**src/rtl/bitty_pkg.sv**
```systemverilog
// Shared definitions for the bitty sequencer and datapath decoder:
// controller states, instruction format codes and instruction field positions.
package bitty_pkg;

  typedef enum logic [2:0] {
    IDLE  = 3'd0,
    LOAD  = 3'd1,
    CALC  = 3'd2,
    STORE = 3'd3,
    TRAP  = 3'd4
  } state_t;

  localparam logic [1:0] FMT_R = 2'b00;
  localparam logic [1:0] FMT_I = 2'b01;

  localparam int INSTR_W     = 16;
  localparam int INSTR_MSB   = 15;
  localparam int IMM_LSB     = 7;
  localparam int IMM_SPAN    = INSTR_MSB - IMM_LSB + 1;
  localparam int ALU_MSB     = 6;
  localparam int ALU_LSB     = 3;
  localparam int ALU_FIELD_W = ALU_MSB - ALU_LSB + 1;
  localparam int MODE_BIT    = 2;
  localparam int FMT_MSB     = 1;
  localparam int FMT_LSB     = 0;

  // Only R-type and I-type words are executable; the other two codes trap.
  function automatic logic fmt_legal(input logic [1:0] fmt);
    return (fmt == FMT_R) || (fmt == FMT_I);
  endfunction

endpackage

```
**src/rtl/bitty_instr_decode.sv**
```systemverilog
// Combinational field extraction for a bitty instruction word. Register index
// width follows the register count, so the immediate grows as registers shrink.
module bitty_instr_decode
  import bitty_pkg::*;
#(
  parameter int NUM_REGS = 8,
  localparam int IDX_W = $clog2(NUM_REGS),
  localparam int IMM_W = IMM_SPAN - IDX_W
) (
  input  logic [INSTR_W-1:0]     ir,
  output logic [IDX_W-1:0]       rx,
  output logic [IDX_W-1:0]       ry,
  output logic [IMM_W-1:0]       imm,
  output logic [ALU_FIELD_W-1:0] alu,
  output logic                   mode,
  output logic                   is_imm,
  output logic                   legal
);

  assign rx     = ir[INSTR_MSB -: IDX_W];
  assign ry     = ir[INSTR_MSB-IDX_W -: IDX_W];
  assign imm    = ir[INSTR_MSB-IDX_W : IMM_LSB];
  assign alu    = ir[ALU_MSB:ALU_LSB];
  assign mode   = ir[MODE_BIT];
  assign is_imm = (ir[FMT_MSB:FMT_LSB] == FMT_I);
  assign legal  = fmt_legal(ir[FMT_MSB:FMT_LSB]);

endmodule

```
**src/rtl/bitty_ctrl_fsm.sv**
```systemverilog
// bitty sequencer: accepts instructions over valid/ready, latches them into an
// instruction register and steps each through LOAD/CALC/STORE, or TRAP for an
// illegal format. Outputs depend only on state, IR and run.
module bitty_ctrl_fsm
  import bitty_pkg::*;
#(
  parameter int NUM_REGS  = 8,
  parameter int ALU_SEL_W = 4,
  parameter int CNT_W     = 16,
  localparam int IDX_W     = $clog2(NUM_REGS),
  localparam int IMM_W     = IMM_SPAN - IDX_W,
  localparam int MUX_SEL_W = IDX_W + 1
) (
  input  logic                 clk,
  input  logic                 reset,
  input  logic                 run,
  input  logic [15:0]          instr,
  input  logic                 instr_valid,
  output logic                 instr_ready,
  output logic [MUX_SEL_W-1:0] mux_sel,
  output logic [15:0]          imm_out,
  output logic                 en_s,
  output logic                 en_c,
  output logic [ALU_SEL_W-1:0] alu_sel,
  output logic                 mode,
  output logic [NUM_REGS-1:0]  reg_en,
  output logic                 done,
  output logic                 illegal,
  output logic [CNT_W-1:0]     retired
);

  state_t                 state;
  state_t                 next_state;
  logic [INSTR_W-1:0]     ir;
  logic                   transfer;
  logic                   instr_legal;

  logic [IDX_W-1:0]       dec_rx;
  logic [IDX_W-1:0]       dec_ry;
  logic [IMM_W-1:0]       dec_imm;
  logic [ALU_FIELD_W-1:0] dec_alu;
  logic                   dec_mode;
  logic                   dec_is_imm;
  logic                   dec_legal;

  bitty_instr_decode #(
    .NUM_REGS (NUM_REGS)
  ) u_decode (
    .ir     (ir),
    .rx     (dec_rx),
    .ry     (dec_ry),
    .imm    (dec_imm),
    .alu    (dec_alu),
    .mode   (dec_mode),
    .is_imm (dec_is_imm),
    .legal  (dec_legal)
  );

  // Ready is held low while reset is asserted so nothing looks acceptable mid-reset.
  assign instr_ready = run & ~reset & ((state == IDLE) | (state == STORE));
  assign transfer    = instr_valid & instr_ready;
  assign instr_legal = fmt_legal(instr[FMT_MSB:FMT_LSB]);
  assign imm_out     = 16'(dec_imm);

  // State register: frozen whenever run is low.
  always_ff @(posedge clk or posedge reset) begin
    if (reset) begin
      state <= IDLE;
    end else if (run) begin
      state <= next_state;
    end
  end

  // Instruction register loads only on an accepted handshake.
  always_ff @(posedge clk or posedge reset) begin
    if (reset) begin
      ir <= '0;
    end else if (transfer) begin
      ir <= instr;
    end
  end

  // Retired counter advances once per completed STORE and wraps naturally.
  always_ff @(posedge clk or posedge reset) begin
    if (reset) begin
      retired <= '0;
    end else if (run && (state == STORE)) begin
      retired <= retired + CNT_W'(1);
    end
  end

  // Next-state logic; STORE may accept the following instruction directly.
  always_comb begin
    next_state = state;
    case (state)
      IDLE: begin
        if (transfer) begin
          next_state = instr_legal ? LOAD : TRAP;
        end
      end
      LOAD:  next_state = CALC;
      CALC:  next_state = STORE;
      STORE: begin
        if (transfer) begin
          next_state = instr_legal ? LOAD : TRAP;
        end else begin
          next_state = IDLE;
        end
      end
      TRAP:    next_state = IDLE;
      default: next_state = IDLE;
    endcase
  end

  // Strobe decode from state and IR; run low forces everything quiet.
  always_comb begin
    mux_sel = '0;
    en_s    = 1'b0;
    en_c    = 1'b0;
    alu_sel = '0;
    mode    = 1'b0;
    reg_en  = '0;
    done    = 1'b0;
    illegal = 1'b0;
    if (run) begin
      case (state)
        LOAD: begin
          mux_sel = MUX_SEL_W'(dec_rx);
          en_s    = 1'b1;
        end
        CALC: begin
          en_c    = 1'b1;
          alu_sel = ALU_SEL_W'(dec_alu);
          mode    = dec_mode;
          mux_sel = dec_is_imm ? MUX_SEL_W'(NUM_REGS) : MUX_SEL_W'(dec_ry);
        end
        STORE: begin
          reg_en[dec_rx] = dec_legal;
          done           = 1'b1;
        end
        TRAP: begin
          illegal = 1'b1;
          done    = 1'b1;
        end
        default: begin
          mux_sel = '0;
        end
      endcase
    end
  end

endmodule

```
**config.mk**
```make
export PLATFORM = sky130hd
export DESIGN_NAME = bitty_ctrl_fsm
export DESIGN_NICKNAME = d
export VERILOG_FILES = /design/src/rtl/bitty_pkg.sv /design/src/rtl/bitty_instr_decode.sv /design/src/rtl/bitty_ctrl_fsm.sv
export SDC_FILE = /design/constraint.sdc
export NUM_CORES = 1
export LEC_CHECK = 0
export CORE_ASPECT_RATIO = 0.6
export CORE_UTILIZATION = 40
export CTS_CLUSTER_SIZE = 40
export DETAILED_ROUTE_END_ITERATION = 7
export DONT_BUFFER_PORTS = 1
export REMOVE_ABC_BUFFERS = 1
export SYNTH_ARGS = -nofsm -noshare
export SYNTH_HDL_FRONTEND = slang
export SYNTH_SLANG_ARGS = --single-unit
export TNS_END_PERCENT = 5
```
**constraint.sdc**
```tcl
create_clock -name clk -period 2.3 [get_ports clk]
set_clock_uncertainty 0.05 [all_clocks]
set_input_delay 0.69 -clock clk [delete_from_list [all_inputs] [get_ports clk]]
set_output_delay 0.69 -clock clk [all_outputs]
set_load 0.05 [all_outputs]
```
==> results_dict.tcl, run 1 <==
set metrics [dict create \
    status "finished with violations" \
    violations "setup timing" \
    worst_setup_path_end_kind "output pin" \
    synth.area.mux_share 0.1124 \
    drv_slew 0 \
    drive_gt1_frac 0.4673 \
    final_cells 259 \
    grtUsageTotal 0.1825 \
    maxCapViolations 0 \
    clock-sinks 35 \
    synth_top_family_by_area "simple AND/OR/NAND/NOR gates" \
    hold_violations 0 \
    synth_xor_area_frac 0.07898 \
    start_kind "flop" \
    final-setup-viol-count 10 \
    grt_pass1_wl_um 6658 \
    via_count 1315 \
    crit_arrival_ns 1.70 \
    max-clock-path-buffers 2 \
    final_common_cell "dfrtp_1" \
    yosys.area_share.simple 0.1901 \
    power_density_mw_per_mm2 1176 \
    grt_max_degree 36 \
    synth_warnings 0 \
    place_area_mm2 0.002267 \
    finalCritPeriodShare 1.059 \
    cp_max_fo 4 \
    clk_latency_ns 0.28 \
    fin_crit_ns 2.436 \
    synth_compound_area_frac 0.04418 \
    wl_per_cell_um 16.50 \
    viasPerCell 5.077 \
    cts.htree.levels 2 \
    antenna_cells 0 \
    p_leak_nw 1.110 \
    rsz0062_at_grt "true" \
    ant_nets 0 \
    first_pass_iters 4 \
    ys_types 37 \
    slew_headroom 0.6302 \
    drt_iter0_markers 56 \
    fp.dieArea_mm2 0.004960 \
    hold_path.class "in -> async" \
    placed_cells 252 \
    final_cell_mix "dfrtp_1 (33), buf_4 (23), xnor2_1 (14)" \
    drc 0 \
    worst_r2r_path_depth 5 \
    cts_tree "done" \
    syn_inst 165 \
    port_buffers 0 \
    place.detailed.hpwl_um 3200 \
    final_util 0.5707 \
    gp_congestion 0.8066 \
    avgSynthCellArea_um2 11.33 \
    cts_setup_buffers 0 \
    final_area_mm2 0.002455 \
    start_util 0.4346 \
    crit_required_ns 1.56 \
    rows 18 \
    fin_ws_ns -0.1358 \
    rrSetupSlack_ns 0.44 \
    netlist_area_mm2 0.001869 \
    r2r-end "ir[12]" \
    crit_type "reg -> out" \
    routed_wl_um 4274 \
    layout.nets 220 \
    yosysSeqAreaShare 0.4685 \
    cts_inserted_buffers 5 \
    grt_pass1_vias 1304 \
    tightest_slew_ns 0.5547 \
    dpl_worst_slack_ns -0.05236 \
    path_clk_slew_ns 0.07 \
    fmax_mhz 410.5 \
    cts_hold_buf 0 \
    ys_seq_elements 35 \
    ios 74 \
    die_h_um 54.95 \
    vdd_drop_max_mv 0.5341 \
    synth_fa_ha_area_frac 0.006693 \
    core_area_mm2 0.004302 \
    dieWidth_um 90.26 \
    overflow 0 \
    antenna_found_initial 0 \
    fillers 354 \
    root_buffer "clkbuf_8" \
    synthToLayoutAreaGrowth_pct 31.33 \
    timing.rr.start "state[0]" \
]
## area by class of cell
class | instances | area, um^2 | area share
multi-input cells | 112 | 944.7 | 0.3848
flip-flops and latches | 35 | 878.3 | 0.3578
repair buffers | 41 | 454.2 | 0.1850
clock buffers | 6 | 82.58 | 0.03364
well taps | 60 | 75.07 | 0.03058
inverters | 4 | 15.01 | 0.006116
clock inverters | 1 | 5.005 | 0.002039
## cell usage after synthesis
cell,n,area (um^2)
and3_1,4,25.02
or3_1,1,6.260
dfrtp_1,35,875.8
xor2_1,1,8.760
ha_1,1,12.51
nand4b_4,1,23.77
xnor2_1,14,122.6
a21boi_0,1,7.510
nor3_4,2,32.53
nand2_1,7,26.28
buf_4,16,120.1
nand2b_1,1,6.260
inv_1,4,15.01
o31ai_1,1,7.510
and2_1,5,31.28
buf_1,2,7.510
buf_8,1,15.01
a22o_1,3,26.28
buf_6,1,11.26
nor3_1,5,25.02
xor2_2,1,16.27
nand4_1,6,37.54
o21ai_0,5,25.02
nand2b_4,1,13.76
nor3b_1,4,30.03
buf_2,1,5.000
nand3_1,10,50.05
o41ai_1,1,8.760
mux2_4,8,120.1
a21o_1,1,7.510
and4_1,1,8.760
conb_1,1,3.750
nor2b_1,1,6.260
nor2_2,1,6.260
nor2_1,7,26.28
clkbuf_1,2,7.510
mux2_2,8,90.09
## registers in the layout, indices dropped and copies added (netlist names)
name     count
ir          16
retired     16
state        3
## how the worst max path moves through the flow
stage,end,depth (start not counted),from,slack [ns]
2_1_floorplan,reg_en[4],3,run,-0.83
3_3_place_gp,reg_en[4],4,run,-0.01
3_5_place_dp,reg_en[1],6,run,-0.05
4_1_cts,reg_en[0],4,state[2],-0.11
5_1_grt,reg_en[2],4,state[2],-0.16
6_report,reg_en[0],4,state[2],-0.14
## worst max-delay path: stages (launching register included)
cell	delay, ns
dfrtp_1	0.41
nand4b_4	0.19
or3_4	0.38
nor3_1	0.19
buf_4	0.24
## kinds of logic after synthesis
family	after synthesis
and+or+nand+nor	57
DFF	35
buffers and inverters	27
xor gates and xnor gates	16
muxes	16
AOI/OAI and AO/OA	12
adders and majority gates	1
other	1
## metal layers
metal	global-route usage	share of wire	vias up
met5	0	0	-
met4	0.07258	0.0080	0
met3	0.06284	0.057	5
met2	0.3003	0.48	42
met1	0.2285	0.46	661
li1	-	-	607
## per-stage QoR
stage               total power, mW  hold slack, ns  setup TNS (ns)
floorplan                     1.918          0.4221          -8.321
global placement              2.316          0.4330        -0.01138
detailed placement            2.368          0.4354         -0.2292
CTS                           2.889          0.3582         -0.6340
global route                  3.038          0.3905          -1.613
finish                        2.888          0.3504         -0.4975
## timing repair
action,CTS,global route
endpoints found under the hold margin,0,0
cloned,0,0
resized for setup,25,5
pin swaps,3,1
setup endpoints to repair,17,17
## report_power, final
| group | internal, mW | leakage, nW | switching, mW |
|---|---|---|---|
| Combinational | 0.551 | 0.615 | 0.652 |
| Clock | 0.235 | 0.0470 | 0.208 |
| Sequential | 0.802 | 0.448 | 0.440 |
| Total | 1.59 | 1.11 | 1.30 |
(Power assumes the default switching activity.)
==> run 2, diff against run 1 <==
CAP_MARGIN = 20   (was default)
==> results of run 2 <==
The final DEF is identical to that of run 1; final timing and power are the same.
==> run 3, diff against run 2 <==
SETUP_SLACK_MARGIN = 0.2   (was default)
==> run 3 against run 2 <==
Effect of this change:
- the flow still finishes with violations (setup timing)
- maximum frequency up 0.30%
- utilization increased by 0.44 points
- worst setup slack improved by 0.0073 ns
- first-iteration DRC count is 18% lower
- critical path depth stayed put
- power is 0.49% higher
- clock-buffer cell count unchanged
- combinational power is essentially flat
- largest cell class unchanged
==> results_dict.tcl, run 3 (synthesized netlist as in run 1, its figures left out) <==
set metrics [dict create \
    status "finished with violations" \
    violations "setup timing" \
    crit_required_ns 1.56 \
    holdWs_ns 0.3461 \
    worst_r2r_path_depth 5 \
    crit_slowest_cell "dfrtp_1" \
    drc 0 \
    grt_util_met2 0.2977 \
    final-setup-viol-count 10 \
    cts_inserted_buffers 5 \
    dpl_worst_slack_ns -0.05236 \
    clock-sinks 35 \
    hold_path.class "in -> async" \
    max-clock-path-buffers 2 \
    start_util 0.4346 \
    drive_gt1_frac 0.4673 \
    final_cell_mix "dfrtp_1 (33), buf_4 (19), xnor2_1 (14)" \
    finalCritPeriodShare 1.056 \
    cts.htree.levels 2 \
    vdd_drop_max_mv 0.5339 \
    final_cells 259 \
    slowest_delay_ns 0.41 \
    routed_wl_um 4272 \
    synthToLayoutAreaGrowth_pct 32.33 \
    grt_pass1_wl_um 6644 \
    tightest_slew_ns 0.5537 \
    gp_congestion 0.8066 \
    slew_headroom 0.6309 \
    fmax_mhz 411.8 \
    timing.rr.start "state[0]" \
    dieWidth_um 90.26 \
    power.total_mw 2.902 \
    fin_ws_ns -0.1285 \
    cts_tree "done" \
    root_buffer "clkbuf_8" \
    first_pass_iters 4 \
    use_met3 0.06284 \
    wl_per_cell_um 16.49 \
    core_area_mm2 0.004302 \
    rrSetupSlack_ns 0.44 \
    clk_latency_ns 0.28 \
    place.detailed.hpwl_um 3200 \
    cp_cell_sequence "nand4b_4 -> or3_4 -> nor3_1 -> buf_4" \
    via_count 1319 \
    cts_setup_buffers 0 \
    place_area_mm2 0.002267 \
    cp_max_fo 4 \
    grt_max_degree 36 \
    final_common_cell "dfrtp_1" \
    start_kind "flop" \
    ios 74 \
    fin_crit_ns 2.429 \
    drt_iter0_markers 46 \
    worst_setup_path_end_kind "output pin" \
    crit_arrival_ns 1.69 \
    maxCapViolations 0 \
    drv_slew 0 \
    setup_tns_ns -0.5353 \
    placed_cells 252 \
    power_density_mw_per_mm2 1173 \
    grt_pass1_vias 1296 \
    crit_type "reg -> out" \
    die_h_um 54.95 \
    rsz0062_at_grt "true" \
    layout.nets 220 \
    final_area_mm2 0.002474 \
    top_usage_layer "met2" \
    r2r-end "ir[12]" \
    crit_start "state[2]" \
    fillers 355 \
    port_buffers 0 \
    overflow 0 \
    fp.dieArea_mm2 0.004960 \
    viasPerCell 5.093 \
    rows 18 \
    p_leak_nw 1.114 \
    final_util 0.5750 \
    largest_registers "ir x16, retired x16, state x3" \
    ant_nets 0 \
    hold_violations 0 \
    path_clk_slew_ns 0.07 \
    met1_usage 0.2294 \
    grtUsageTotal 0.1822 \
    antenna_found_initial 0 \
    antenna_cells 0 \
]
==> run 3: critical path: cells and delay by family (launching register included) <==
kind / cells / cell delay (ns)
AND/OR/NAND/NOR: 3 / 0.76
flip-flops: 1 / 0.41
buffers and inverters: 1 / 0.24
==> run 3: where the power goes <==
part | total [mW] | switching, mW | internal, mW
Clock | 0.444 | 0.209 | 0.235
Combinational | 1.22 | 0.656 | 0.561
Sequential | 1.24 | 0.440 | 0.802
Total | 2.90 | 1.30 | 1.60
==> run 3: how the worst max path moves through the flow <==
stage	slack (ns)	end	cells after the start
floorplan	-0.83	reg_en[4]	3
detailed placement	-0.05	reg_en[1]	6
CTS	-0.10	reg_en[0]	4
global route	-0.16	reg_en[2]	4
finish	-0.13	reg_en[0]	4
global placement	-0.01	reg_en[4]	4
==> run 3: metal layers <==
metal | vias to the layer above | routed length [um] | share of wire
li1 | 609 | - | -
met1 | 656 | 1929 | 0.45
met2 | 49 | 2041 | 0.48
met3 | 5 | 267 | 0.063
met4 | 0 | 34 | 0.0080
met5 | - | 0 | 0
==> run 3: area by class of cell <==
class | instances | area (um^2) | share of cell area
inverter | 4 | 15.01 | 0.006070
sequential | 35 | 878.3 | 0.3551
clock inverter | 1 | 5.005 | 0.002023
tap | 60 | 75.07 | 0.03035
timing repair buffer | 41 | 473.0 | 0.1912
multi-input combinational | 112 | 944.7 | 0.3819
clock buffer | 6 | 82.58 | 0.03338
==> run 3: what timing repair did <==
action,in CTS,in global routing
setup endpoints to repair,20,21
pin swaps,9,2
resized for setup,29,6
hold buffers,0,0
endpoints found under the hold margin,0,0
